**config.mk**
```make
export PLATFORM = sky130hd
export DESIGN_NAME = morse_key_sequencer_flat
export DESIGN_NICKNAME = d
export VERILOG_FILES = /design/src/rtl/morse_key_sequencer_if.sv /design/src/rtl/morse_key_sequencer.sv /design/src/flat_wrapper.sv
export SDC_FILE = /design/constraint.sdc
export NUM_CORES = 1
export LEC_CHECK = 0
export CAP_MARGIN = 20
export CELL_PAD_IN_SITES_DETAIL_PLACEMENT = 0
export CELL_PAD_IN_SITES_GLOBAL_PLACEMENT = 1
export CORE_ASPECT_RATIO = 1.1
export CORE_MARGIN = 2
export CORE_UTILIZATION = 40
export DETAILED_ROUTE_END_ITERATION = 8
export PLACE_DENSITY = 0.69
export SLEW_MARGIN = 10
export SYNTH_ARGS = -nofsm -noshare
export SYNTH_HDL_FRONTEND = slang
export SYNTH_SLANG_ARGS = --single-unit
export TNS_END_PERCENT = 100
```
**constraint.sdc**
```tcl
create_clock -name clk -period 3 [get_ports clk]
set_input_delay 0.9 -clock clk [delete_from_list [all_inputs] [get_ports clk]]
set_output_delay 0.9 -clock clk [all_outputs]
set_load 0.05 [all_outputs]
```
**src/rtl/morse_key_sequencer_if.sv**
```systemverilog
// rtl/morse_key_sequencer_if.sv - letter request/handshake and key output bundle for the Morse sequencer
interface morse_key_sequencer_if;
    logic       req;
    logic [3:0] pattern;
    logic [2:0] length;
    logic       abort;
    logic       key_out;
    logic       busy;
    logic       done;
    logic       err;

    modport master (
        output req, pattern, length, abort,
        input  key_out, busy, done, err
    );

    modport slave (
        input  req, pattern, length, abort,
        output key_out, busy, done, err
    );
endinterface

```
**src/rtl/morse_key_sequencer.sv**
```systemverilog
// rtl/morse_key_sequencer.sv - times the marks, spaces and letter gap of one Morse letter onto a key line
module morse_key_sequencer #(
    parameter int UNIT_CYCLES = 25_000_000,
    parameter int DASH_UNITS  = 3,
    parameter int GAP_UNITS   = 3
) (
    input  logic                  clk,
    input  logic                  reset,
    morse_key_sequencer_if.slave  bus
);
    localparam int MAX_UNITS = (DASH_UNITS > GAP_UNITS) ? DASH_UNITS : GAP_UNITS;
    localparam int CNT_W     = $clog2(MAX_UNITS * UNIT_CYCLES + 1);

    localparam logic [CNT_W-1:0] DOT_LAST  = CNT_W'(UNIT_CYCLES - 1);
    localparam logic [CNT_W-1:0] DASH_LAST = CNT_W'(DASH_UNITS * UNIT_CYCLES - 1);
    localparam logic [CNT_W-1:0] GAP_LAST  = CNT_W'(GAP_UNITS * UNIT_CYCLES - 1);

    typedef enum logic [1:0] {
        IDLE  = 2'd0,
        MARK  = 2'd1,
        SPACE = 2'd2,
        GAP   = 2'd3
    } state_t;

    state_t           state, state_n;
    logic [CNT_W-1:0] cnt, cnt_n;
    logic [3:0]       sreg, sreg_n;
    logic [2:0]       elems, elems_n;
    logic             err_q, err_n;
    logic             legal;
    logic [CNT_W-1:0] mark_last;

    assign legal     = (bus.length != 3'd0) && (bus.length <= 3'd4);
    assign mark_last = sreg[0] ? DASH_LAST : DOT_LAST;

    always_ff @(posedge clk or posedge reset) begin
        if (reset) begin
            state <= IDLE;
            cnt   <= '0;
            sreg  <= '0;
            elems <= '0;
            err_q <= 1'b0;
        end else begin
            state <= state_n;
            cnt   <= cnt_n;
            sreg  <= sreg_n;
            elems <= elems_n;
            err_q <= err_n;
        end
    end

    always_comb begin
        state_n = state;
        cnt_n   = cnt + CNT_W'(1);
        sreg_n  = sreg;
        elems_n = elems;
        err_n   = 1'b0;
        case (state)
            IDLE: begin
                cnt_n = '0;
                if (bus.req) begin
                    if (legal) begin
                        sreg_n  = bus.pattern;
                        elems_n = bus.length;
                        state_n = MARK;
                    end else begin
                        err_n = 1'b1;
                    end
                end
            end
            MARK: begin
                if (cnt == mark_last) begin
                    cnt_n   = '0;
                    elems_n = elems - 3'd1;
                    // The letter gap absorbs the final inter-element space.
                    if (elems > 3'd1) begin
                        state_n = SPACE;
                        sreg_n  = {1'b0, sreg[3:1]};
                    end else begin
                        state_n = GAP;
                    end
                end
            end
            SPACE: begin
                if (cnt == DOT_LAST) begin
                    cnt_n   = '0;
                    state_n = MARK;
                end
            end
            GAP: begin
                if (cnt == GAP_LAST) begin
                    cnt_n   = '0;
                    state_n = IDLE;
                end
            end
            default: begin
                cnt_n   = '0;
                state_n = IDLE;
            end
        endcase
        if (bus.abort && (state != IDLE)) begin
            state_n = IDLE;
            cnt_n   = '0;
        end
    end

    // Outputs decode the registered state so async reset drops the key at once.
    assign bus.key_out = (state == MARK);
    assign bus.busy    = (state != IDLE);
    assign bus.done    = (state == GAP) && (cnt == GAP_LAST);
    assign bus.err     = err_q;
endmodule

```
**src/flat_wrapper.sv**
```systemverilog
// flat-port wrapper written by rule: the top's interface ports become plain ports
module morse_key_sequencer_flat 
#(
    parameter int UNIT_CYCLES = 25_000_000,
    parameter int DASH_UNITS  = 3,
    parameter int GAP_UNITS   = 3
)
  (clk, reset, bus_req, bus_pattern, bus_length, bus_abort, bus_key_out, bus_busy, bus_done, bus_err);
  morse_key_sequencer_if bus_i ();
  input  logic clk;
  input  logic reset;
  input wire logic [$bits(bus_i.req)-1:0] bus_req;
  input wire logic [$bits(bus_i.pattern)-1:0] bus_pattern;
  input wire logic [$bits(bus_i.length)-1:0] bus_length;
  input wire logic [$bits(bus_i.abort)-1:0] bus_abort;
  output wire logic [$bits(bus_i.key_out)-1:0] bus_key_out;
  output wire logic [$bits(bus_i.busy)-1:0] bus_busy;
  output wire logic [$bits(bus_i.done)-1:0] bus_done;
  output wire logic [$bits(bus_i.err)-1:0] bus_err;
  assign bus_i.req = bus_req;
  assign bus_i.pattern = bus_pattern;
  assign bus_i.length = bus_length;
  assign bus_i.abort = bus_abort;
  assign bus_key_out = bus_i.key_out;
  assign bus_busy = bus_i.busy;
  assign bus_done = bus_i.done;
  assign bus_err = bus_i.err;
  morse_key_sequencer #(.UNIT_CYCLES(UNIT_CYCLES), .DASH_UNITS(DASH_UNITS), .GAP_UNITS(GAP_UNITS)) u_core (.clk(clk), .reset(reset), .bus(bus_i));
endmodule
```
==> flow_metrics.tcl <==
set metrics [dict create \
    gr-usage-all-layers 0.171 \
    ant_nets 0 \
    synth_top_family_by_area "simple AND/OR/NAND/NOR gates" \
    synth_compound_area_frac 0.0830 \
    period_share 0.958 \
    grt_pass1_wl_um 7640 \
    grt_pass1_vias 1546 \
    max_slew_margin 0.660 \
    drt_pass1_iterations 4 \
    worstMarginPinSlew_ns 0.503 \
    root_buffer "clkbuf_8" \
    gr-total-overflow 0 \
    nets 255 \
    drtIter0Drc 72 \
    cts_buffers 5 \
    cp.arrival_ns 1.97 \
    hpwl_um 2990 \
    grt_antenna_before_repair 0 \
    cp_max_fo 5 \
    synth_edf_count 0 \
    clkSinkCount 37 \
    wl_um 4240 \
    ys.flop_type "dfrtp_1" \
    min_path_type "reg -> reg" \
    fin_crit_ns 2.87 \
    initial_core_util 0.416 \
    diodes 0 \
    r2r_start "u_core.cnt[15]$_DFF_PP0_" \
    ys_ff_latch 37 \
    die_h_um 79.6 \
    power.density_mw_per_mm2 493 \
    setup_violations 0 \
    yosys.area_share.simple 0.288 \
    ios 15 \
    drc 0 \
    die_area_mm2 0.00580 \
    setup_tns_ns 0 \
    end_kind "primary output" \
    fmax_ghz 0.348 \
    clk_latency_ns 0.29 \
    rsz0062_at_grt "no" \
    finalMaxSlewViolations 0 \
    r2r.worst_path.cells 6 \
    synth_fa_ha_area_frac 0.0180 \
    peakVddDrop_mv 0.327 \
    leakagePower_nw 1.05 \
    whs_endpoint "u_core.cnt[0]$_DFF_PP0_" \
    wl_per_cell_um 14.1 \
    port_buffers 14 \
    status "finished clean" \
    hold_path.startpoint "u_core.cnt[0]$_DFF_PP0_" \
    gp_congestion 0.752 \
    finalHoldViolCount 0 \
    final_common_cell "dfrtp_1" \
    fp.coreArea_mm2 0.00500 \
    required_ns 2.10 \
    cap_violations 0 \
    critPathLaunchType "flip-flop" \
    synthArstFlopShare 1.00 \
    muxShareOfSynthArea 0.0265 \
    grt_max_degree 38 \
    finClkSkew_ns 0.00514 \
    vias 1600 \
    rrSetupSlack_ns 0.71 \
    final_cell_mix "37 x dfrtp_1, 36 x nor2_1, 21 x xor2_1" \
    avgViaCountPerCell 5.33 \
    r2r-end "u_core.sreg[2]$_DFFE_PP0P_" \
    hold_depth 1 \
    critPathLaunch "u_core.cnt[15]$_DFF_PP0_" \
    dieWidth_um 72.8 \
    synth_cells 218 \
    syn_area_per_cell_um2 9.54 \
    whs_ns 0.504 \
    cts_tree "yes" \
    num_rows 27 \
    ys_types 41 \
    cts-htree-levels 2 \
    area_delta_synth_final_pct 18.2 \
    criticalPathCategory "reg -> out" \
    yosysSeqAreaShare 0.445 \
    drive_gt1_frac 0.128 \
    ys.warnings.count 0 \
    max-clock-path-buffers 2 \
    synth-xor-area-share 0.105 \
    clk_transition_reported_paths_ns 0.07 \
    syn-num-nets 232 \
    netlist_area_mm2 0.00208 \
]
[synth_stat cells (2+ instances only)]
| master | instances | share of area |
|---|---|---|
| a211o_1 | 2 | 0.0084 |
| a21oi_1 | 4 | 0.0096 |
| and3_1 | 5 | 0.015 |
| and4_2 | 2 | 0.0096 |
| buf_4 | 3 | 0.011 |
| clkbuf_1 | 3 | 0.0054 |
| dfrtp_1 | 37 | 0.44 |
| ha_1 | 3 | 0.018 |
| inv_1 | 10 | 0.018 |
| mux2_4 | 3 | 0.022 |
| nand2_1 | 20 | 0.036 |
| nand2b_1 | 3 | 0.0090 |
| nand3_1 | 16 | 0.038 |
| nand4_1 | 11 | 0.033 |
| nand4b_1 | 2 | 0.0084 |
| nor2_1 | 37 | 0.067 |
| nor2b_1 | 2 | 0.0060 |
| nor3_1 | 8 | 0.019 |
| o21ai_0 | 2 | 0.0048 |
| xnor2_1 | 4 | 0.017 |
| xor2_1 | 21 | 0.088 |
[cell families (layout without fill, tap and decap cells)]
family          after synthesis  count (layout)
xor+xnor                     25              25
compound gates               18              18
buf+inv                      16              40
simple gates                115             115
fa+ha+maj                     3               3
flops                        37              37
mux                           4               4
[registers in the layout, indices dropped and copies added (netlist names)]
register / count
u_core.cnt: 27
u_core.elems: 3
u_core.bus.err: 1
u_core.state: 2
u_core.sreg: 4
[worst max-delay path, cell delays in order, from the launching register on]
cell and delay [ns]:
dfrtp_1 0.43, or4b_4 0.57, nor4_4 0.16, nand4_1 0.18, nor2_2 0.20, buf_12 0.15
[power breakdown]
part           switching [mW]  total (mW)  internal (mW)  leakage [nW]
registers              0.0221       0.559          0.537         0.497
logic                   0.113       0.207         0.0941         0.493
clock network           0.175       0.446          0.271        0.0585
[per-stage QoR]
stage | power [mW] | setup WS (ns) | cells | area [um^2] | util
finish | 1.21 | 0.127 | 300 | 2460 | 0.492
global route | 1.29 | 0.0397 | 300 | 2460 | 0.492
CTS | 1.24 | 0.0578 | 300 | 2460 | 0.491
detailed placement | 0.781 | 0.390 | 292 | 2340 | 0.468
global placement | 0.779 | 0.406 | 292 | 2340 | 0.468
floorplan | 0.717 | 0.0318 | 218 | 2080 | -
[repair_timing]
| item | 4_1_cts | 5_1_grt |
|---|---|---|
| resized for setup | 0 | 1 |
| hold buffers | 0 | 0 |
| setup endpoints to repair | 0 | 1 |
| buffers inserted | 0 | 0 |
[worst max path at each step]
stage / to / slack, ns
6_report: bus_done / 0.13
5_1_grt: bus_done / 0.04
4_1_cts: bus_done / 0.06
3_5_place_dp: bus_done / 0.39
3_3_place_gp: bus_done / 0.41
2_1_floorplan: bus_done / 0.03
[layout make-up]
type                    count  area, um^2
clock buffers               7        86.3
clock inverters             1        30.0
repair buffers             22         220
fillers                   503        2540
inverters                  10        37.5
well taps                  58        72.6
flip-flops and latches     37         926
multi-input cells         165        1090
[layer usage]
metal  wire (um)  track usage  up-vias
met5           0            0        -
met4          53       0.0500        0
met3         115       0.0379        7
met2        2020        0.273       25
met1        2050        0.231      763
li1            -            -      805
Note: power is estimated with default switching activity, not from simulation.
